==> config.mk <==
export PLATFORM = sky130hd
export DESIGN_NAME = map_explore_engine_flat
export DESIGN_NICKNAME = d
export VERILOG_FILES = /design/src/rtl/map_explore_engine_pkg.sv /design/src/rtl/map_explore_engine_if.sv /design/src/rtl/map_explore_engine_reveal_scanner.sv /design/src/rtl/map_explore_engine.sv /design/src/flat_wrapper.sv
export SDC_FILE = /design/constraint.sdc
export NUM_CORES = 1
export LEC_CHECK = 0
export BUFFER_PORTS_ARGS = -buffer_cell sky130_fd_sc_hd__buf_2
export CAP_MARGIN = 10
export CORE_UTILIZATION = 40
export DETAILED_ROUTE_END_ITERATION = 10
export PLACE_DENSITY = 0.57
export RECOVER_POWER = 50
export SLEW_MARGIN = 20
export SYNTH_ARGS = -nofsm -noshare
export SYNTH_HDL_FRONTEND = slang
export SYNTH_SLANG_ARGS = --single-unit
==> constraint.sdc <==
create_clock -name clk -period 6.9 [get_ports clk]
set_input_delay 1.035 -clock clk [delete_from_list [all_inputs] [get_ports clk]]
set_output_delay 1.035 -clock clk [all_outputs]
set_load 0.005 [all_outputs]
==> src/rtl/map_explore_engine_pkg.sv <==
// ---------------------------------------------------------------------------
// map_pkg: definitions shared by the exploration engine, its reveal scanner
// and the benches that drive them.
//   - 3-bit tile codes stored in the map and reported on the display port
//   - direction encoding carried by cmd_dir
//   - engine FSM state encoding
//   - idx(): linear cell index from a column/row pair
// ---------------------------------------------------------------------------
package map_pkg;

  localparam logic [2:0] TILE_UNKNOWN  = 3'd0;
  localparam logic [2:0] TILE_CURRENT  = 3'd1;
  localparam logic [2:0] TILE_ENTRANCE = 3'd2;
  localparam logic [2:0] TILE_EXIT     = 3'd3;
  localparam logic [2:0] TILE_BLANK    = 3'd4;
  localparam logic [2:0] TILE_WALL     = 3'd5;

  typedef enum logic [1:0] {
    DIR_UP    = 2'd0,
    DIR_DOWN  = 2'd1,
    DIR_LEFT  = 2'd2,
    DIR_RIGHT = 2'd3
  } dir_e;

  typedef enum logic [1:0] {
    ST_IDLE_E   = 2'd0,
    ST_CHECK_E  = 2'd1,
    ST_REVEAL_E = 2'd2
  } state_e;

  function automatic int idx(input int x, input int y, input int w);
    return y * w + x;
  endfunction

endpackage

==> src/rtl/map_explore_engine_if.sv <==
// ---------------------------------------------------------------------------
// map_explore_engine_if: command handshake, tile write port and display read
// port of the exploration engine.
//   cmd_valid/cmd_ready/cmd_dir : direction command handshake
//   tile_we/tile_addr/tile_wdata: tile map write strobe, index and code
//   rd_addr/rd_data             : combinational display read
// master = command/display client, slave = engine.
// ---------------------------------------------------------------------------
interface map_explore_engine_if #(
  parameter int AW = 7
);
  logic          cmd_valid;
  logic          cmd_ready;
  logic [1:0]    cmd_dir;
  logic          tile_we;
  logic [AW-1:0] tile_addr;
  logic [2:0]    tile_wdata;
  logic [AW-1:0] rd_addr;
  logic [2:0]    rd_data;

  modport master (
    output cmd_valid, cmd_dir, tile_we, tile_addr, tile_wdata, rd_addr,
    input  cmd_ready, rd_data
  );

  modport slave (
    input  cmd_valid, cmd_dir, tile_we, tile_addr, tile_wdata, rd_addr,
    output cmd_ready, rd_data
  );
endinterface

==> src/rtl/map_explore_engine_reveal_scanner.sv <==
// ---------------------------------------------------------------------------
// reveal_scanner: walks the (2R+1)x(2R+1) square around the player, one
// candidate per enabled cycle, and flags the candidates that lie on the grid
// and inside the Manhattan radius.
//   clk, rst_n   : clock, asynchronous active-low reset (counter back to 0)
//   en           : advance the scan this cycle
//   pos_x, pos_y : player position the offsets are applied to
//   cell_idx     : linear index of the current candidate (valid when hit)
//   hit          : candidate is on-grid and within the radius
//   last         : current candidate is the final one; counter wraps to 0
// ---------------------------------------------------------------------------
module reveal_scanner #(
  parameter int MAP_W    = 10,
  parameter int MAP_H    = 10,
  parameter int REVEAL_R = 2,
  parameter int AW       = 7,
  parameter int XW       = 4,
  parameter int YW       = 4
) (
  input  logic          clk,
  input  logic          rst_n,
  input  logic          en,
  input  logic [XW-1:0] pos_x,
  input  logic [YW-1:0] pos_y,
  output logic [AW-1:0] cell_idx,
  output logic          hit,
  output logic          last
);
  localparam int D  = 2 * REVEAL_R + 1;
  localparam int KW = $clog2(D);
  localparam int CW = 16;

  // k is kept as its column/row split (k%D, k/D) so no divider is needed
  logic [KW-1:0] kx, ky;
  logic signed [CW-1:0] dx, dy, adx, ady, cx, cy, lin;
  logic in_grid, in_rad;

  assign last = (int'(kx) == D - 1) && (int'(ky) == D - 1);

  always_ff @(posedge clk or negedge rst_n) begin
    if (!rst_n) begin
      kx <= '0;
      ky <= '0;
    end else if (en) begin
      if (int'(kx) == D - 1) begin
        kx <= '0;
        ky <= last ? '0 : ky + KW'(1);
      end else begin
        kx <= kx + KW'(1);
      end
    end
  end

  always_comb begin
    dx  = $signed(CW'(kx)) - $signed(CW'(REVEAL_R));
    dy  = $signed(CW'(ky)) - $signed(CW'(REVEAL_R));
    adx = dx[CW-1] ? -dx : dx;
    ady = dy[CW-1] ? -dy : dy;
    cx  = $signed(CW'(pos_x)) + dx;
    cy  = $signed(CW'(pos_y)) + dy;
    // bounds are checked per axis, so a column offset can never wrap rows
    in_grid = !cx[CW-1] && (cx < $signed(CW'(MAP_W))) &&
              !cy[CW-1] && (cy < $signed(CW'(MAP_H)));
    in_rad  = (adx + ady) <= $signed(CW'(REVEAL_R));
    lin     = cy * $signed(CW'(MAP_W)) + cx;
  end

  assign hit      = in_grid && in_rad;
  assign cell_idx = AW'(lin);

endmodule

==> src/rtl/map_explore_engine.sv <==
// ---------------------------------------------------------------------------
// map_explore_engine: tile map, fog-of-war bitmap and player position for a
// MAP_W x MAP_H exploration map.
//   clk, rst_n         : clock, asynchronous active-low reset
//   bus (slave)        : command handshake, tile writes, display read port
//   pos_x, pos_y       : player column / row
//   at_exit            : player stands on EXIT_POS (commands stop for good)
//   blocked            : one-cycle pulse after a rejected move
//   move_count         : accepted moves, saturating at 0xFFFF
// A command is checked for one cycle (CHECK); a legal move then reveals the
// Manhattan neighbourhood one candidate per cycle (REVEAL) before the next
// command is taken.
// ---------------------------------------------------------------------------
module map_explore_engine
  import map_pkg::*;
#(
  parameter  int MAP_W     = 10,
  parameter  int MAP_H     = 10,
  parameter  int REVEAL_R  = 2,
  parameter  int START_POS = 50,
  parameter  int EXIT_POS  = 59,
  localparam int AW        = $clog2(MAP_W * MAP_H),
  localparam int XW        = $clog2(MAP_W),
  localparam int YW        = $clog2(MAP_H)
) (
  input  logic                 clk,
  input  logic                 rst_n,
  map_explore_engine_if.slave  bus,
  output logic [XW-1:0]        pos_x,
  output logic [YW-1:0]        pos_y,
  output logic                 at_exit,
  output logic                 blocked,
  output logic [15:0]          move_count
);
  localparam int N = MAP_W * MAP_H;
  localparam logic [XW-1:0] START_X = XW'(START_POS % MAP_W);
  localparam logic [YW-1:0] START_Y = YW'(START_POS / MAP_W);
  localparam logic START_AT_EXIT = 1'(START_POS == EXIT_POS);

  localparam logic [1:0] ST_IDLE   = ST_IDLE_E;
  localparam logic [1:0] ST_CHECK  = ST_CHECK_E;
  localparam logic [1:0] ST_REVEAL = ST_REVEAL_E;

  function automatic logic [15:0] sat_inc(input logic [15:0] v);
    return (v == 16'hFFFF) ? v : v + 16'd1;
  endfunction

  logic [1:0]    state;
  dir_e          dir_q;
  logic [2:0]    tiles [N];
  logic [N-1:0]  revealed;
  logic [AW-1:0] pos_idx;
  logic          hs, tile_wr_ok;
  logic          tgt_ok, legal;
  logic [XW-1:0] tgt_x;
  logic [YW-1:0] tgt_y;
  logic [AW-1:0] tgt_idx;
  logic          scan_en, scan_hit, scan_last;
  logic [AW-1:0] scan_idx;
  logic [2:0]    rd_code;

  assign pos_idx       = AW'(idx(int'(pos_x), int'(pos_y), MAP_W));
  assign bus.cmd_ready = (state == ST_IDLE) && !at_exit;
  assign hs            = bus.cmd_valid && bus.cmd_ready;
  assign scan_en       = (state == ST_REVEAL);
  // the player's own cell is never overwritten; writes land before CHECK
  assign tile_wr_ok    = (state == ST_IDLE) && bus.tile_we &&
                         (int'(bus.tile_addr) < N) && (bus.tile_addr != pos_idx);

  always_comb begin
    tgt_ok = 1'b0;
    tgt_x  = pos_x;
    tgt_y  = pos_y;
    case (dir_q)
      DIR_UP:    if (pos_y != '0)             begin tgt_ok = 1'b1; tgt_y = pos_y - YW'(1); end
      DIR_DOWN:  if (int'(pos_y) != MAP_H - 1) begin tgt_ok = 1'b1; tgt_y = pos_y + YW'(1); end
      DIR_LEFT:  if (pos_x != '0)             begin tgt_ok = 1'b1; tgt_x = pos_x - XW'(1); end
      DIR_RIGHT: if (int'(pos_x) != MAP_W - 1) begin tgt_ok = 1'b1; tgt_x = pos_x + XW'(1); end
      default: ;
    endcase
    tgt_idx = AW'(idx(int'(tgt_x), int'(tgt_y), MAP_W));
    legal   = tgt_ok && (tiles[tgt_idx] != TILE_WALL);
  end

  reveal_scanner #(
    .MAP_W(MAP_W), .MAP_H(MAP_H), .REVEAL_R(REVEAL_R),
    .AW(AW), .XW(XW), .YW(YW)
  ) u_scan (
    .clk      (clk),
    .rst_n    (rst_n),
    .en       (scan_en),
    .pos_x    (pos_x),
    .pos_y    (pos_y),
    .cell_idx (scan_idx),
    .hit      (scan_hit),
    .last     (scan_last)
  );

  // reset lands in REVEAL so the entrance neighbourhood is uncovered first
  always_ff @(posedge clk or negedge rst_n) begin
    if (!rst_n) begin
      state      <= ST_REVEAL;
      dir_q      <= DIR_UP;
      pos_x      <= START_X;
      pos_y      <= START_Y;
      at_exit    <= START_AT_EXIT;
      blocked    <= 1'b0;
      move_count <= '0;
    end else begin
      blocked <= 1'b0;
      case (state)
        ST_IDLE: if (hs) begin
          dir_q <= dir_e'(bus.cmd_dir);
          state <= ST_CHECK;
        end
        ST_CHECK: if (legal) begin
          pos_x      <= tgt_x;
          pos_y      <= tgt_y;
          at_exit    <= (int'(tgt_idx) == EXIT_POS);
          move_count <= sat_inc(move_count);
          state      <= ST_REVEAL;
        end else begin
          blocked <= 1'b1;
          state   <= ST_IDLE;
        end
        ST_REVEAL: if (scan_last) state <= ST_IDLE;
        default: state <= ST_IDLE;
      endcase
    end
  end

  always_ff @(posedge clk or negedge rst_n) begin
    if (!rst_n) begin
      for (int i = 0; i < N; i++) tiles[i] <= TILE_BLANK;
      tiles[START_POS] <= TILE_ENTRANCE;
      tiles[EXIT_POS]  <= TILE_EXIT;
    end else if (tile_wr_ok) begin
      tiles[bus.tile_addr] <= bus.tile_wdata;
    end
  end

  always_ff @(posedge clk or negedge rst_n) begin
    if (!rst_n) revealed <= '0;
    else if (scan_en && scan_hit) revealed[scan_idx] <= 1'b1;
  end

  always_comb begin
    rd_code = TILE_UNKNOWN;
    if (int'(bus.rd_addr) < N) begin
      if (bus.rd_addr == pos_idx)      rd_code = TILE_CURRENT;
      else if (revealed[bus.rd_addr])  rd_code = tiles[bus.rd_addr];
    end
  end
  assign bus.rd_data = rd_code;

endmodule
==> src/flat_wrapper.sv <==
// flat-port wrapper written by rule: the top's interface ports become plain ports
module map_explore_engine_flat import map_pkg::*;
#(
  parameter  int MAP_W     = 10,
  parameter  int MAP_H     = 10,
  parameter  int REVEAL_R  = 2,
  parameter  int START_POS = 50,
  parameter  int EXIT_POS  = 59,
  localparam int AW        = $clog2(MAP_W * MAP_H),
  localparam int XW        = $clog2(MAP_W),
  localparam int YW        = $clog2(MAP_H)
)
  (clk, rst_n, pos_x, pos_y, at_exit, blocked, move_count, bus_cmd_valid, bus_cmd_dir, bus_tile_we, bus_tile_addr, bus_tile_wdata, bus_rd_addr, bus_cmd_ready, bus_rd_data);
  map_explore_engine_if bus_i ();
  input  logic clk;
  input  logic rst_n;
  output logic [XW-1:0] pos_x;
  output logic [YW-1:0] pos_y;
  output logic at_exit;
  output logic blocked;
  output logic [15:0] move_count;
  input wire logic [$bits(bus_i.cmd_valid)-1:0] bus_cmd_valid;
  input wire logic [$bits(bus_i.cmd_dir)-1:0] bus_cmd_dir;
  input wire logic [$bits(bus_i.tile_we)-1:0] bus_tile_we;
  input wire logic [$bits(bus_i.tile_addr)-1:0] bus_tile_addr;
  input wire logic [$bits(bus_i.tile_wdata)-1:0] bus_tile_wdata;
  input wire logic [$bits(bus_i.rd_addr)-1:0] bus_rd_addr;
  output wire logic [$bits(bus_i.cmd_ready)-1:0] bus_cmd_ready;
  output wire logic [$bits(bus_i.rd_data)-1:0] bus_rd_data;
  assign bus_i.cmd_valid = bus_cmd_valid;
  assign bus_i.cmd_dir = bus_cmd_dir;
  assign bus_i.tile_we = bus_tile_we;
  assign bus_i.tile_addr = bus_tile_addr;
  assign bus_i.tile_wdata = bus_tile_wdata;
  assign bus_i.rd_addr = bus_rd_addr;
  assign bus_cmd_ready = bus_i.cmd_ready;
  assign bus_rd_data = bus_i.rd_data;
  map_explore_engine #(.MAP_W(MAP_W), .MAP_H(MAP_H), .REVEAL_R(REVEAL_R), .START_POS(START_POS), .EXIT_POS(EXIT_POS)) u_core (.clk(clk), .rst_n(rst_n), .bus(bus_i), .pos_x(pos_x), .pos_y(pos_y), .at_exit(at_exit), .blocked(blocked), .move_count(move_count));
endmodule
==> flow_metrics.tcl <==
set metrics [dict create \
    grt_pass1_wl_microns 118200 \
    violations "max-capacitance violations, max-slew violations" \
    hold_viol 0 \
    grt_pass1_vias 18950 \
    port_buffers 52 \
    reg2reg_depth 20 \
    grt.overflow.total 0 \
    setup_slack_ns 0.4979 \
    dp_slack_ns 0.6422 \
    hpwl_microns 52430 \
    num_io_pins 53 \
    crit_type "flop to flop" \
    drt_iter0_drc 1751 \
    hold_path_class "flop to flop" \
    cts_setup_buffers 0 \
    grt_max_degree 184 \
    yosys_warnings 0 \
    die-area_sq_mm 0.06519 \
    htreeDepth 2 \
    hold_path_depth 1 \
    cts_buffers 51 \
    cts_tree "built" \
    worst_pin_slew_ns 5.192 \
    hold_end "u_core.revealed[81]$_DFFE_PN0P_" \
    drc_errors 0 \
    cp_max_fo 24 \
    finish.utilization 0.4532 \
    hold_buffers 0 \
    core.rowCount 92 \
    clock-sinks 436 \
    cp.required_ns 7.38 \
    num_vias 18510 \
    synth_edf_count 0 \
    arrival_ns 6.88 \
    setup.worst_path.start_class "flop" \
    yosysUniqueCellTypes 88 \
    routabilityCongestion 0.9035 \
    wl_microns 76520 \
    endpoint_kind "flop" \
    cts_buffer_depth 3 \
    post-route-min-period_ns 6.402 \
    r2r_start "u_core.pos_y[1]$_DFFE_PN0P_" \
    seq_area_frac_synth 0.4301 \
    drv_cap 1 \
    antenna_found_initial 4 \
    syn_to_final_growth_pct 11.57 \
    fin_skew_ns 0.03255 \
    slew_violations 107 \
    min_from "u_core.revealed[81]$_DFFE_PN0P_" \
    drive_gt1_frac 0.3414 \
    worstReg2RegEnd "u_core.pos_x[3]$_DFFE_PN0P_" \
    start_util 0.4062 \
    status "finished, violations left" \
    cts_resized 0 \
    setup_viol 0 \
    via_per_inst 6.070 \
    synth_top_area_share 0.3237 \
    synth_top_area_cell "dfrtp_1" \
    syn_avg_cell_area_sq_um 11.87 \
    ys_top_cells_by_area "dfrtp_1 (32%), mux2_2 (14%), mux4_2 (12%)" \
    synth_seq_cells 436 \
    async_reset_ff_frac 1.000 \
    design.core.area_sq_mm 0.06320 \
    fin_nets 2252 \
    fp.dieW_microns 255.3 \
    grt_use_total 0.2347 \
    ant_nets 0 \
    post-route-period-util 0.9278 \
    wl_per_cell_microns 25.09 \
    grt_setup_unrepaired "false" \
    relSlewSlack -2.461 \
    first_pass_iters 6 \
    synthCells 2163 \
    clockRootBuffer "clkbuf_16" \
    finalSetupTns_ns 0 \
    synth_ff_type "dfrtp_1" \
    syn_area_sq_mm 0.02567 \
    max_freq_ghz 0.1562 \
    clock_latency_ns 0.62 \
    clkSlewWorstSetupHoldPaths_ns 0.07 \
    die_y_microns 255.3 \
    regToRegSetupSlack_ns 0.50 \
]
cells in the final DEF (no fill, tap or decap), drive strengths merged, types with 36 or more instances in the layout:
| cell type | count |
|---|---|
| mux4 | 140 |
| o21ai | 44 |
| inv | 66 |
| o21bai | 53 |
| nand2 | 123 |
| dfstp | 104 |
| a21o | 61 |
| buf | 88 |
| clkbuf | 77 |
| dfrtp | 332 |
| ha | 58 |
| nor2 | 168 |
| nor3 | 44 |
| a21oi | 36 |
| xnor2 | 48 |
| mux2 | 316 |
stage by stage:
step | area [sq um] | instances | hold slack, ns
6_report | 28640 | 3050 | 0.4497
3_3_place_gp | 26780 | 2952 | 0.4325
4_1_cts | 28580 | 3046 | 0.4544
5_1_grt | 28640 | 3049 | 0.4642
2_1_floorplan | 25680 | 2165 | 0.4232
3_5_place_dp | 26780 | 2952 | 0.4397
critical path: stages, from the launching register on:
cell and delay, ns:
dfrtp_1 0.66, inv_1 0.17, ha_1 0.22, nand3b_1 0.14, o21a_1 0.14, o21ai_0 0.17
xnor2_1 0.36, ha_4 0.19, inv_1 0.05, fa_1 0.83, buf_4 0.41, or3b_2 0.49
nor2_1 0.09, o21ai_0 0.09, and3_1 0.21, o2111a_1 0.27, a31oi_1 0.21, o21ai_1 0.22
nor3_4 0.63, buf_4 0.32, mux2_2 0.35
area by class of cell:
| class | count | area (sq um) |
|---|---|---|
| Timing Repair Buffer | 94 | 668.1 |
| Fill cell | 5748 | 34560 |
| Multi-Input combinational cell | 1517 | 13830 |
| Clock buffer | 72 | 1465 |
| Sequential cell | 436 | 11040 |
| Tap cell | 846 | 1059 |
| Clock inverter | 22 | 336.6 |
| Antenna cell | 1 | 2.502 |
| Inverter | 62 | 232.7 |
synth_stat cells, types with 23 or more instances:
library cell / count
nand3b_1: 23
clkbuf_1: 105
nand2_1: 122
mux2_2: 309
inv_1: 62
o21ai_0: 39
o21bai_1: 53
ha_1: 58
nor2_1: 168
a21o_1: 61
mux4_2: 140
dfrtp_1: 332
xnor2_1: 48
a32oi_1: 24
nor3_1: 43
nand4_1: 23
nand3_1: 33
dfstp_2: 104
mux2i_1: 27
a21oi_1: 36
worst max path at each step:
stage	from	slack [ns]	end
finish	u_core.pos_y[1]$_DFFE_PN0P_	0.50	u_core.pos_x[3]$_DFFE_PN0P_
global route	u_core.pos_y[1]$_DFFE_PN0P_	0.15	u_core.at_exit$_DFFE_PN0P_
CTS	u_core.pos_y[1]$_DFFE_PN0P_	0.60	u_core.pos_x[3]$_DFFE_PN0P_
detailed placement	u_core.pos_y[1]$_DFFE_PN0P_	0.64	u_core.pos_x[3]$_DFFE_PN0P_
global placement	u_core.pos_y[1]$_DFFE_PN0P_	0.72	u_core.pos_x[3]$_DFFE_PN0P_
floorplan	u_core.pos_x[0]$_DFFE_PN0P_	1.78	u_core.move_count[6]$_DFFE_PN0P_
flip-flops by register name, summed over array words and instances (netlist names):
register and count:
u_core.tiles 300, u_core.revealed 100, u_core.move_count 16, u_core.pos_x 4, u_core.pos_y 4, u_core.u_scan.kx 3, u_core.u_scan.ky 3, u_core.dir_q 2
u_core.state 2, u_core.at_exit 1, u_core.blocked 1
cell families (layout without fill, tap and decap cells):
group,Yosys count,after routing,share of synthesized area
other,1,4,0.0001461
multiplexers,483,483,0.2720
buffers and inverters,212,250,0.03349
adder cells (fa/ha/maj),67,67,0.03529
AO/OA/AOI/OAI,331,331,0.09364
XOR/XNOR,69,69,0.02354
flip-flops,436,436,0.4301
AND/OR/NAND/NOR,564,564,0.1118
routing by layer:
| layer | up-vias | wire length, microns | part of all wire | GRT usage |
|---|---|---|---|---|
| li1 | 8068 | - | - | - |
| met1 | 9635 | 33750 | 0.44 | 0.3224 |
| met2 | 639 | 34050 | 0.44 | 0.3564 |
| met3 | 166 | 5833 | 0.076 | 0.05843 |
| met4 | 6 | 2845 | 0.037 | 0.09086 |
| met5 | - | 37 | 0.00048 | 0 |
Power is left out: the tool's default activity adds up to more than one toggle a clock period on the data nets, which glitch-free logic cannot reach.
